## src/rtl/btb_pkg.sv

```systemverilog
// rtl/btb_pkg.sv - BTB set layout, predictor encodings and controller state type
package btb_pkg;

    localparam int WAY_W     = 64;
    localparam int BTB_TAG_W = 27;
    localparam int VALID_BIT = 63;
    localparam int TAG_LSB   = 36;
    localparam int TGT_LSB   = 4;
    localparam int FSM_LSB   = 2;

    localparam logic [1:0] SNT = 2'b00;
    localparam logic [1:0] WNT = 2'b01;
    localparam logic [1:0] WT  = 2'b10;
    localparam logic [1:0] ST  = 2'b11;

    typedef struct packed {
        logic                 valid;
        logic [BTB_TAG_W-1:0] tag;
        logic [31:0]          target;
        logic [1:0]           fsm;
        logic [1:0]           pad;
    } btb_way_t;

    typedef enum logic [1:0] {
        FLUSH = 2'd0,
        IDLE  = 2'd1,
        U_RD  = 2'd2,
        U_WR  = 2'd3
    } ctrl_state_e;

    function automatic logic [1:0] fsm_step(input logic [1:0] cur, input logic taken);
        if (taken)
            return (cur == ST) ? ST : cur + 2'b01;
        else
            return (cur == SNT) ? SNT : cur - 2'b01;
    endfunction

endpackage

```

## src/rtl/btb_way_merge.sv

```systemverilog
// rtl/btb_way_merge.sv - way selection and predictor/target merge for an update write-back
module btb_way_merge
    import btb_pkg::*;
(
    input  logic [2*WAY_W-1:0]  set_data,
    input  logic [BTB_TAG_W-1:0] tag,
    input  logic [31:0]         target,
    input  logic                taken,
    input  logic                repl_bit,
    output logic [2*WAY_W-1:0]  new_set,
    output logic                we,
    output logic                new_repl
);

    btb_way_t w0, w1, old_w, new_w;
    logic     hit0, hit1, hit, sel;

    always_comb begin
        w0   = btb_way_t'(set_data[WAY_W-1:0]);
        w1   = btb_way_t'(set_data[2*WAY_W-1:WAY_W]);
        hit1 = w1.valid && (w1.tag == tag);
        hit0 = w0.valid && (w0.tag == tag);
        hit  = hit0 || hit1;

        // hit way first, then an empty way (way1 preferred), then the victim pointer
        if (hit1)           sel = 1'b1;
        else if (hit0)      sel = 1'b0;
        else if (!w1.valid) sel = 1'b1;
        else if (!w0.valid) sel = 1'b0;
        else                sel = repl_bit;

        old_w = sel ? w1 : w0;
        new_w = old_w;
        if (hit) begin
            new_w.fsm = fsm_step(old_w.fsm, taken);
            if (taken)
                new_w.target = target;
        end else begin
            new_w.valid  = 1'b1;
            new_w.tag    = tag;
            new_w.target = target;
            new_w.fsm    = WT;
        end
        new_w.pad = 2'b00;

        new_set  = sel ? {new_w, w0} : {w1, new_w};
        we       = hit || taken;
        new_repl = ~sel;
    end

endmodule

```

## src/rtl/btb_access_ctrl.sv

```systemverilog
// rtl/btb_access_ctrl.sv - single-port BTB RAM sequencer: flush, lookup/update arbitration, update RMW
module btb_access_ctrl
    import btb_pkg::*;
#(
    parameter int SETS       = 8,
    parameter int IDX_W      = $clog2(SETS),
    parameter int TAG_W      = 32 - IDX_W - 2,
    parameter int STARVE_MAX = 4
) (
    input  logic               clk,
    input  logic               rst,
    input  logic               lkp_valid,
    input  logic [31:0]        lkp_pc,
    output logic               lkp_ready,
    output logic               resp_valid,
    output logic [127:0]       resp_set_data,
    output logic [TAG_W-1:0]   resp_tag,
    input  logic               upd_valid,
    input  logic [31:0]        upd_pc,
    input  logic [31:0]        upd_target,
    input  logic               upd_taken,
    output logic               upd_ready,
    input  logic               flush_req,
    output logic               busy,
    output logic               mem_en,
    output logic               mem_we,
    output logic [IDX_W-1:0]   mem_addr,
    output logic [127:0]       mem_wdata,
    input  logic [127:0]       mem_rdata
);

    localparam int SC_W = $clog2(STARVE_MAX + 1);

    ctrl_state_e        state, state_nxt;
    logic [IDX_W-1:0]   flush_idx;
    logic [SETS-1:0]    repl;
    logic [SC_W-1:0]    starve_cnt;
    logic               flush_pend;
    logic [IDX_W-1:0]   u_idx;
    logic [TAG_W-1:0]   u_tag;
    logic [31:0]        u_target;
    logic               u_taken;

    logic [IDX_W-1:0]   lkp_idx;
    logic [TAG_W-1:0]   lkp_tag;
    logic [127:0]       m_set;
    logic               m_we;
    logic               m_repl;
    logic               starved;

    assign lkp_idx       = lkp_pc[IDX_W+1:2];
    assign lkp_tag       = lkp_pc[31:IDX_W+2];
    assign starved       = (starve_cnt == SC_W'(STARVE_MAX));
    assign resp_set_data = mem_rdata;

    btb_way_merge u_merge (
        .set_data (mem_rdata),
        .tag      (u_tag),
        .target   (u_target),
        .taken    (u_taken),
        .repl_bit (repl[u_idx]),
        .new_set  (m_set),
        .we       (m_we),
        .new_repl (m_repl)
    );

    always_comb begin
        state_nxt = state;
        lkp_ready = 1'b0;
        upd_ready = 1'b0;
        busy      = 1'b0;
        mem_en    = 1'b0;
        mem_we    = 1'b0;
        mem_addr  = '0;
        mem_wdata = '0;
        case (state)
            FLUSH: begin
                busy     = 1'b1;
                mem_en   = 1'b1;
                mem_we   = 1'b1;
                mem_addr = flush_idx;
                if (flush_idx == IDX_W'(SETS - 1))
                    state_nxt = IDLE;
            end
            IDLE: begin
                if (flush_req) begin
                    state_nxt = FLUSH;
                end else begin
                    upd_ready = !lkp_valid || starved;
                    lkp_ready = !(upd_valid && upd_ready);
                    if (upd_valid && upd_ready) begin
                        state_nxt = U_RD;
                    end else if (lkp_valid) begin
                        mem_en   = 1'b1;
                        mem_addr = lkp_idx;
                    end
                end
            end
            U_RD: begin
                busy      = 1'b1;
                mem_en    = 1'b1;
                mem_addr  = u_idx;
                state_nxt = U_WR;
            end
            U_WR: begin
                busy      = 1'b1;
                mem_en    = m_we;
                mem_we    = m_we;
                mem_addr  = u_idx;
                mem_wdata = m_set;
                state_nxt = (flush_pend || flush_req) ? FLUSH : IDLE;
            end
            default: state_nxt = FLUSH;
        endcase
        // keep the RAM quiet while reset is held, even mid-RMW
        if (rst) begin
            lkp_ready = 1'b0;
            upd_ready = 1'b0;
            busy      = 1'b0;
            mem_en    = 1'b0;
            mem_we    = 1'b0;
            mem_addr  = '0;
            mem_wdata = '0;
        end
    end

    always_ff @(posedge clk or posedge rst) begin
        if (rst) begin
            state      <= FLUSH;
            flush_idx  <= '0;
            repl       <= '0;
            starve_cnt <= '0;
            flush_pend <= 1'b0;
            resp_valid <= 1'b0;
            resp_tag   <= '0;
            u_idx      <= '0;
            u_tag      <= '0;
            u_target   <= '0;
            u_taken    <= 1'b0;
        end else begin
            state      <= state_nxt;
            resp_valid <= lkp_valid && lkp_ready;
            if (lkp_valid && lkp_ready)
                resp_tag <= lkp_tag;

            if (state == FLUSH) begin
                flush_idx  <= flush_idx + 1'b1;
                repl       <= '0;
                flush_pend <= 1'b0;
            end else begin
                flush_idx <= '0;
            end

            if ((state == U_RD || state == U_WR) && flush_req)
                flush_pend <= 1'b1;

            if (upd_valid && upd_ready) begin
                u_idx      <= upd_pc[IDX_W+1:2];
                u_tag      <= upd_pc[31:IDX_W+2];
                u_target   <= upd_target;
                u_taken    <= upd_taken;
                starve_cnt <= '0;
            end else if (upd_valid && !starved) begin
                starve_cnt <= starve_cnt + 1'b1;
            end

            if (state == U_WR && m_we)
                repl[u_idx] <= m_repl;
        end
    end

endmodule

```

## config.mk

```make
export PLATFORM = sky130hd
export DESIGN_NAME = btb_access_ctrl
export DESIGN_NICKNAME = d
export VERILOG_FILES = /design/src/rtl/btb_pkg.sv /design/src/rtl/btb_way_merge.sv /design/src/rtl/btb_access_ctrl.sv
export SDC_FILE = /design/constraint.sdc
export NUM_CORES = 1
export LEC_CHECK = 0
export ABC_AREA = 1
export CAP_MARGIN = 0
export CORE_AREA = 2 2 202 204
export DETAILED_ROUTE_END_ITERATION = 8
export DIE_AREA = 0 0 204 206
export PLACE_DENSITY = 0.61
export SETUP_SLACK_MARGIN = 0.3
export SKIP_LAST_GASP = 1
export SYNTH_ARGS = -nofsm -noshare
export SYNTH_HDL_FRONTEND = slang
export SYNTH_SLANG_ARGS = --single-unit
```

## constraint.sdc

```tcl
create_clock -name clk -period 6.9 [get_ports clk]
set_clock_uncertainty 0.15 [all_clocks]
set_input_delay 1.38 -clock clk [delete_from_list [all_inputs] [get_ports clk]]
set_output_delay 1.38 -clock clk [all_outputs]
set_load 0.05 [all_outputs]
```

# ---- Yosys cells after proc, flatten, opt, wreduce, memory -nomap -nowiden
# Index checks and enable logic that the tools add are counted.
dict set report classes {
  n_addsub 4
  n_lt_le_gt_ge 2
  eq_ne 10
  muxes 51
  n_bitwise 1
  n_reduce_logical 25
}
# op count
set op_table {}
lappend op_table {{$mux W128} 3}
lappend op_table {{$mux W64} 1}
lappend op_table {{$eq A27 B27 Y1} 2}
lappend op_table {{$mux W34} 1}
lappend op_table {{$mux W32} 1}
lappend op_table {{$mux W28} 1}
lappend op_table {{$mux W1} 22}
lappend op_table {{$mux W3} 7}
lappend op_table {{$mux W8} 2}
lappend op_table {{$mux W2} 6}
lappend op_table {{$logic_and A1 B1 Y1} 9}
lappend op_table {{$pmux W3 S3} 1}
lappend op_table {{$bwmux W8} 1}
lappend op_table {{$pmux W2 S4} 1}
lappend op_table {{$add A3 B1 Y3 const B} 2}
lappend op_table {{$eq A2 B2 Y1 const B} 3}
lappend op_table {{$eq A3 B3 Y1 const B} 2}
lappend op_table {{$logic_or A1 B1 Y1} 5}
lappend op_table {{$logic_not A2 Y1} 2}
lappend op_table {{$lt A3 B4 Y1 const B} 1}
lappend op_table {{$reduce_bool A2 Y1} 2}
lappend op_table {{$reduce_or A2 Y1} 2}
lappend op_table {{$bmux W1 S3} 1}
lappend op_table {{$demux W1 S3} 1}
lappend op_table {{12 further kinds} 14}
dict set report word_totals {
  reg_bits 108
  out_inout_bits 292
  wordCells 104
}

# ---- Logic depth before layout (Yosys ltp)
# Gate-level depths: netlist of the first run.
dict set report depth {
  word_depth 14
  ltp_mapped 17
  ltp_nobuf 16
}

# ---- By module
# Synthesis of the first run repeated with hierarchy kept, for this count alone.
dict set report hier_totals {
  hier_cells 1703
  hier_area_um2 9992.1
}
# module n_inst cells_per_inst area_each_um2 seq_area_each_um2
set modules_own_cells {}
lappend modules_own_cells {btb_access_ctrl 1 956 6700.2 2702.6}
lappend modules_own_cells {btb_way_merge 1 747 3291.9 0.0}

# ---- Worst setup path after synthesis of the first run
# Ideal clock, no wire load.
dict set report synth_path {
  kind {input -> output}
  startpoint {in rst}
  endpoint {out mem_addr[1]}
  t_arrival_ps 4895
  setup_slack_ps 475
  path_stages 3
  cell_sequence {inv_1 > o21ai_0 > a31oi_1}
}
dict set report synth_between {
  elab_chain_len 1
}
# item line
set synth_rtl {}
lappend synth_rtl {{start, declared} btb_access_ctrl.sv:11} ;# input logic rst,
lappend synth_rtl {{$mux W3} btb_access_ctrl.sv:116} ;# if (rst) begin
lappend synth_rtl {{end, declared} btb_access_ctrl.sv:27} ;# output logic [IDX_W-1:0] mem_addr,
# No other way between the ends.

# ---- Worst setup path in the final report of the first run
dict set report layout_path {
  startpoint {in mem_rdata[110]}
  endpoint {out mem_wdata[40]}
}
dict set report layout_between {
  elab_chain_len 8
  elab_cells_between_ends 9
  classes_between {eq/ne (1); mux (6); reduce/logical (2)}
}
# item line
set layout_rtl {}
lappend layout_rtl {{start, declared} btb_access_ctrl.sv:29} ;# input logic [127:0] mem_rdata
lappend layout_rtl {{$eq A27 B27 Y1 (*)} btb_way_merge.sv:21} ;# hit1 = w1.valid && (w1.tag == tag);
lappend layout_rtl {{$logic_and A1 B1 Y1 (*)} btb_way_merge.sv:21}
lappend layout_rtl {{$mux W1} btb_way_merge.sv:26} ;# if (hit1) sel = 1'b1;
lappend layout_rtl {{$mux W64} btb_way_merge.sv:32} ;# old_w = sel ? w1 : w0;
lappend layout_rtl {{$mux W28} btb_way_merge.sv:34} ;# if (hit) begin
lappend layout_rtl {{$mux W128 (*)} btb_way_merge.sv:46} ;# new_set = sel ? {new_w, w0} : {w1, new_w};
lappend layout_rtl {{$mux W128 (*)} btb_access_ctrl.sv:76} ;# case (state)
lappend layout_rtl {{$mux W128 (*)} btb_access_ctrl.sv:116}
lappend layout_rtl {{end, declared} btb_access_ctrl.sv:28} ;# output logic [127:0] mem_wdata,
# Mark *: on every way between the ends. The rest lies on a longest branch, timed or not.

==> reports/summary.txt, run 1 <==
port buffer count: 517
layout cell share with drive strength beyond 1: 7.46%
largest net degree at the start of global routing: 74
clk_lat worst skew: 0.38 ns
Area growth, synth to finish: 50.8%
CTS buffer count: 9
row count: 74
remaining global-route overflow: 0
GRT Overall Usage: 19.4%
Residual DRC: 0
warning count from the yosys run: 0
Finished Cell Area: 14600 sq um
hold slack final: 0.315 ns
worst setup margin: 0.579 ns
Slew Limit Fails: 0
fmax: 158 MHz
first-pass GRT wire length: 62.5 mm
Final TNS setup: 0 ns
pre-CTS WS: 0.661 ns
crit path max fanout: 47
post-CTS setup-driven buffer insertion count: 0
total power: 4480 uW
Yosys cell types: 35
Hold-fix buffers, CTS: 0
Nets: 2216
mean area per synthesized cell: 5.97 sq um
Synth Cell Area: 9690 sq um
detailed-placement wirelength estimate: 32.9 mm
DRT antenna net count: 0
root buffer cell: clkbuf_16
Startpoint Class: input pin
Die X: 204 um
synthesized flop and latch total: 108
Final Hold Fails: 0
static leakage: 0.00743 uW
Clock Sinks: 108
Via density: 4.51
HP Class: flop to flop
transition time of the tightest slew-check pin: 1.20 ns
Hold Path Depth: 1
fin crit share: 91.6%
initial antenna violation count: 1
H-tree levels: 3
initial core utilization: 24.1%
syn_nets: 1861
vias in the first global route: 10772
largest cells by area after synthesis: dfrtp_1 28%, nand2_1 23%, buf_4 10%
RSZ-0062 raised after global routing: no
CTS tree: built
PD cells: 306 nW/um^2
largest area contributor in the netlist: dfrtp_1
Reg clk slew, reported paths: 0.09 ns
crit path kind: input pin to output pin
Setup violations, final: 0
post-synth top area share: 27.9%
Max Cap Viol: 0
Crit. End Element: output pin
Worst slew margin: 19.7%
DRT Pass-1 Iters: 5
CORE AREA: 40200 sq um
Final GP Congestion: 0.911
routed wire length: 42.0 mm
post-DR wirelength/cell: 16.7 um
status: finished, final reports clean
Post-Syn Instances: 1623
CTS max path bufs: 2
Critical Path RT: 5.37 ns
Placed Area: 14300 sq um
die area: 42000 sq um
Tmin final: 6.32 ns
Chip Height: 206 um
worst path arrival time: 4.79 ns
Seq/Total Area, Yosys: 27.9%
worst vdd ir: 0.000246 V
Filler Cell Count: 4354
Reg2Reg Depth: 9
routed via count: 11337
number of gates resized after CTS: 0
I/O pins: 522
number of DRC markers in iteration 0: 717
==> sequential cells by signal, indices dropped and copies added (netlist names), named ones only <==
| register | flops |
|---|---|
| flush_pend | 1 |
| state | 1 |
| resp_valid | 1 |
| u_taken | 1 |
| u_tag | 27 |
| starve_cnt | 3 |
| u_target | 32 |
| flush_idx | 3 |
| u_idx | 3 |
| resp_tag | 27 |
| repl | 8 |
==> cell usage after synthesis (all sizes together) <==
cell    number
nand2      583
inv        241
buf        176
nand3      144
o21ai      113
dfrtp      108
a21oi       95
nor2        67
clkbuf      25
nand4       19
nor3        15
ha           8
or2          5
xnor2        5
a31oi        4
clkinv       4
xor2         3
o211ai       2
a211oi       1
a311oi       1
and2         1
and3         1
nand3b       1
nor2b        1
==> worst max-delay path, stage by stage <==
cell	delay [ns]
clkdlybuf4s50_1	0.60
inv_1	0.07
nand2_1	0.12
nand4_1	0.10
nor2_1	0.24
nand2_1	0.10
nor2_1	0.15
nand2_2	0.17
nand2_8	0.30
buf_4	0.35
o21ai_0	0.11
a21oi_1	0.20
clkdlybuf4s50_1	0.87
==> report_power, final <==
part	total, uW	internal [uW]	switching [uW]	leakage, uW
logic	2770	901	1860	0.00594
registers	1150	924	228	0.00135
clock network	559	260	299	0.000144
==> per-stage QoR <==
step | cells | utilization [%]
2_1_floorplan | 1623 | -
3_3_place_gp | 2499 | 35.6
3_5_place_dp | 2499 | 35.6
4_1_cts | 2515 | 36.3
5_1_grt | 2515 | 36.3
6_report | 2516 | 36.4
==> final timing paths <==
path                                        start                         to  slack (ns)
hold / removal             flush_idx[0]$_DFF_PP0_     flush_idx[0]$_DFF_PP0_        0.31
setup / recovery                   mem_rdata[110]              mem_wdata[40]        0.58
min in group asynchronous                     rst     flush_idx[0]$_DFF_PP0_        1.27
hold reg to reg            flush_idx[0]$_DFF_PP0_     flush_idx[0]$_DFF_PP0_        0.31
setup reg to reg                             flop  starve_cnt[1]$_DFFE_PP0P_        3.27
max in group asynchronous                     rst          repl[2]$_DFF_PP0_        3.55
==> cells in the final DEF (no fill, tap or decap), drive strengths merged, types with 2 or more instances in the layout <==
master / n
clkinv: 6
dfrtp: 108
nand2: 583
nand4: 19
or2: 5
nor2: 67
inv: 245
o21ai: 113
nor3: 15
xor2: 3
nand3: 144
clkbuf: 9
a21oi: 95
buf: 102
a31oi: 4
ha: 8
o211ai: 2
clkdlybuf4s50: 443
xnor2: 5
==> cell type report <==
type	instances	area, sq um	area share, %
multi-input cells	1069	4720	32.3
repair buffers	545	5290	36.2
clock inverters	7	77.6	0.531
well taps	532	666	4.56
flip-flops and latches	108	2700	18.5
clock buffers	9	225	1.54
diodes	1	2.50	0.0171
inverters	245	925	6.33
==> kinds of logic after synthesis <==
logic type / Yosys count / synth area share, %
buffers and inverters: 446 / 23.6
AND/OR/NAND/NOR: 837 / 35.3
adder cells (fa/ha/maj): 8 / 1.03
AO/OA/AOI/OAI: 216 / 11.4
XOR/XNOR: 8 / 0.723
flip-flops: 108 / 27.9
==> metal layers <==
metal	vias to the layer above	global-route usage, %	share of wire (%)
li1	5611	-	-
met1	5232	26.0	44
met2	444	31.3	46
met3	50	4.26	7.3
met4	0	5.25	2.1
met5	-	0	0
Power figures use the tool's default switching activity.
==> run 2, diff against run 1 <==
- CELL_PAD_IN_SITES_DETAIL_PLACEMENT: unset -> 0
- CELL_PAD_IN_SITES_GLOBAL_PLACEMENT: unset -> 2
- CORE_AREA: 2 2 202 204 -> unset
- CORE_MARGIN: unset -> 2
- CORE_UTILIZATION: unset -> 20
- DIE_AREA: 0 0 204 206 -> unset
- PLACE_DENSITY: 0.61 -> 0.93
==> run 2 against run 1 <==
Sequential power hardly changed. Non-clock buffer count is 9 lower. Clock-buffer cell count stayed put. Global-route usage is 2.6 points lower. Sequential cell count stayed put. Final cell count is 3.0% higher. Fmax is 1.8% higher. Wire length is 3.0% higher.
==> reports/summary.txt, run 2 (synthesis results as in run 1) <==
Largest regs: u_target x32, resp_tag x27, u_tag x27
Area growth, synth to finish: 59.4%
Slew Limit Fails: 0 (unchanged)
Residual DRC: 0 (unchanged)
Critical Path RT: 5.37 ns (about the same)
status: finished, final reports clean
Chip Height: 224 um (+8.8%)
H-tree levels: 3 (unchanged)
die area: 50200 sq um (+19%)
fmax: 161 MHz (+1.8%)
I/O pins: 522 (unchanged)
Nets: 2207 (-0.41%)
post-DR wirelength/cell: 16.7 um (about the same)
DRT Pass-1 Iters: 7 (+2)
CTS buffer count: 9 (unchanged)
routed wire length: 43.2 mm (+3.0%)
vias in the first global route: 10869 (+0.90%)
number of DRC markers in iteration 0: 678 (-5.4%)
Final Hold Fails: 0 (unchanged)
Setup violations, final: 0 (unchanged)
HP Class: flop to flop
CTS max path bufs: 2 (unchanged)
worst path arrival time: 4.68 ns (-0.11 ns)
hold wc startpoint: flush_idx[0]$_DFF_PP0_
Reg2Reg Depth: 9 (unchanged)
first-pass GRT wire length: 64.6 mm (+3.3%)
Register Area: 2700 sq um (unchanged)
CP Launch Point: mem_rdata[41]
Startpoint Class: input pin
total power: 4580 uW (+2.3%)
Filler Cell Count: 5162 (+19%)
layout cell share with drive strength beyond 1: 6.99% (-0.47 points)
DRT antenna net count: 0 (unchanged)
Hold Path Depth: 1 (unchanged)
Tmin final: 6.21 ns (-0.110 ns)
crit path kind: input pin to output pin
Clock Sinks: 108 (unchanged)
max reg flops: 32 (unchanged)
Final TNS setup: 0 ns (unchanged)
GRT Overall Usage: 16.7% (-2.6 points)
Die X: 224 um (+9.8%)
largest net degree at the start of global routing: 96 (+30%)
Final GP Congestion: 0.900 (-1.1%)
crit path max fanout: 56 (+19%)
Largest Register: u_target
Reg clk slew, reported paths: 0.08 ns (about the same)
port buffer count: 517 (unchanged)
Via density: 4.36 (-3.1%)
Crit. End Element: output pin
multi-input combinational cell area: 4720 sq um (about the same)
Worst slew margin: 20.4% (+0.72 points)
post-CTS setup-driven buffer insertion count: 0 (unchanged)
static leakage: 0.00756 uW (+1.7%)
CORE AREA: 47700 sq um (+19%)
fin crit share: 90.0% (-1.6 points)
transition time of the tightest slew-check pin: 1.19 ns (-0.0107 ns)
Hold-fix buffers, CTS: 0 (unchanged)
number of gates resized after CTS: 0 (unchanged)
detailed-placement wirelength estimate: 33.5 mm (+1.6%)
row count: 80 (+8.1%)
clk_lat worst skew: 0.39 ns (about the same)
PD cells: 297 nW/um^2 (-3.2%)
pre-CTS WS: 0.727 ns (+0.0662 ns)
initial antenna violation count: 2 (+1)
worst vdd ir: 0.000220 V (-10%)
Max Cap Viol: 0 (unchanged)
routed via count: 11308 (-0.26%)
commonest non-fill, non-tap cell in the layout: nand2_1
worst setup margin: 0.689 ns (+0.110 ns)
initial core utilization: 20.3% (-3.8 points)
CTS tree: built
remaining global-route overflow: 0 (unchanged)
RSZ-0062 raised after global routing: no
root buffer cell: clkbuf_16
most frequent cells in the layout: 581 x nand2_1, 443 x clkdlybuf4s50_1, 220 x inv_1, 144 x nand3_1, 110 x o21ai_0
run 2: changes by cell type in the layout (fill, tap and decap cells not counted), sizes merged:
cell / delta
diode: +1
buf: -9
inv: -1
clkinv: +1
run 2: final timing paths:
path / end / slack (ns)
worst max-delay path: mem_wdata[101] / 0.69
worst min-delay path: flush_idx[0]$_DFF_PP0_ / 0.31
worst max register to register: starve_cnt[1]$_DFFE_PP0P_ / 4.04
worst min register to register: flush_idx[0]$_DFF_PP0_ / 0.31
max in group asynchronous: starve_cnt[1]$_DFFE_PP0P_ / 3.49
min in group asynchronous: flush_idx[1]$_DFF_PP0_ / 1.30
run 2: cell type report:
class	count	share of cell area, %
timing repair buffer	536	38.9
clock buffer	9	1.46
antenna	2	0.0324
inverter	245	5.99
clock inverter	7	0.519
multi-input combinational	1069	30.6
tap	615	4.98
sequential	108	17.5
run 2: layer usage:
layer | track usage [%] | vias to the layer above | share of wire (%)
met5 | 0 | - | 0
met4 | 5.44 | 0 | 1.9
met3 | 3.00 | 33 | 6.0
met2 | 27.4 | 393 | 47
met1 | 22.2 | 5288 | 45
li1 | - | 5594 | -
run 2: critical path, stage by stage:
cell and delay, ns:
clkdlybuf4s50_1 0.53, inv_1 0.07, nand2_1 0.22, nand2_1 0.09, inv_1 0.06, nand2_1 0.11
nor2_1 0.15, nand3_1 0.12, o21ai_2 0.32, nand2_8 0.30, buf_4 0.30, a21oi_1 0.16
clkdlybuf4s50_1 0.87
run 2: through the flow:
step	hold slack [ns]	std cells	util (%)	cell area, sq um
6_report	0.309	2591	32.3	15400
3_3_place_gp	0.289	2573	31.7	15100
2_1_floorplan	0.271	1623	-	9690
5_1_grt	0.320	2591	32.3	15400
4_1_cts	0.307	2589	32.3	15400
3_5_place_dp	0.296	2573	31.7	15100
run 2: where the power goes:
part | switching, uW | total (uW) | internal [uW]
registers | 221 | 1140 | 924
logic | 1890 | 2870 | 980
clock network | 306 | 565 | 259
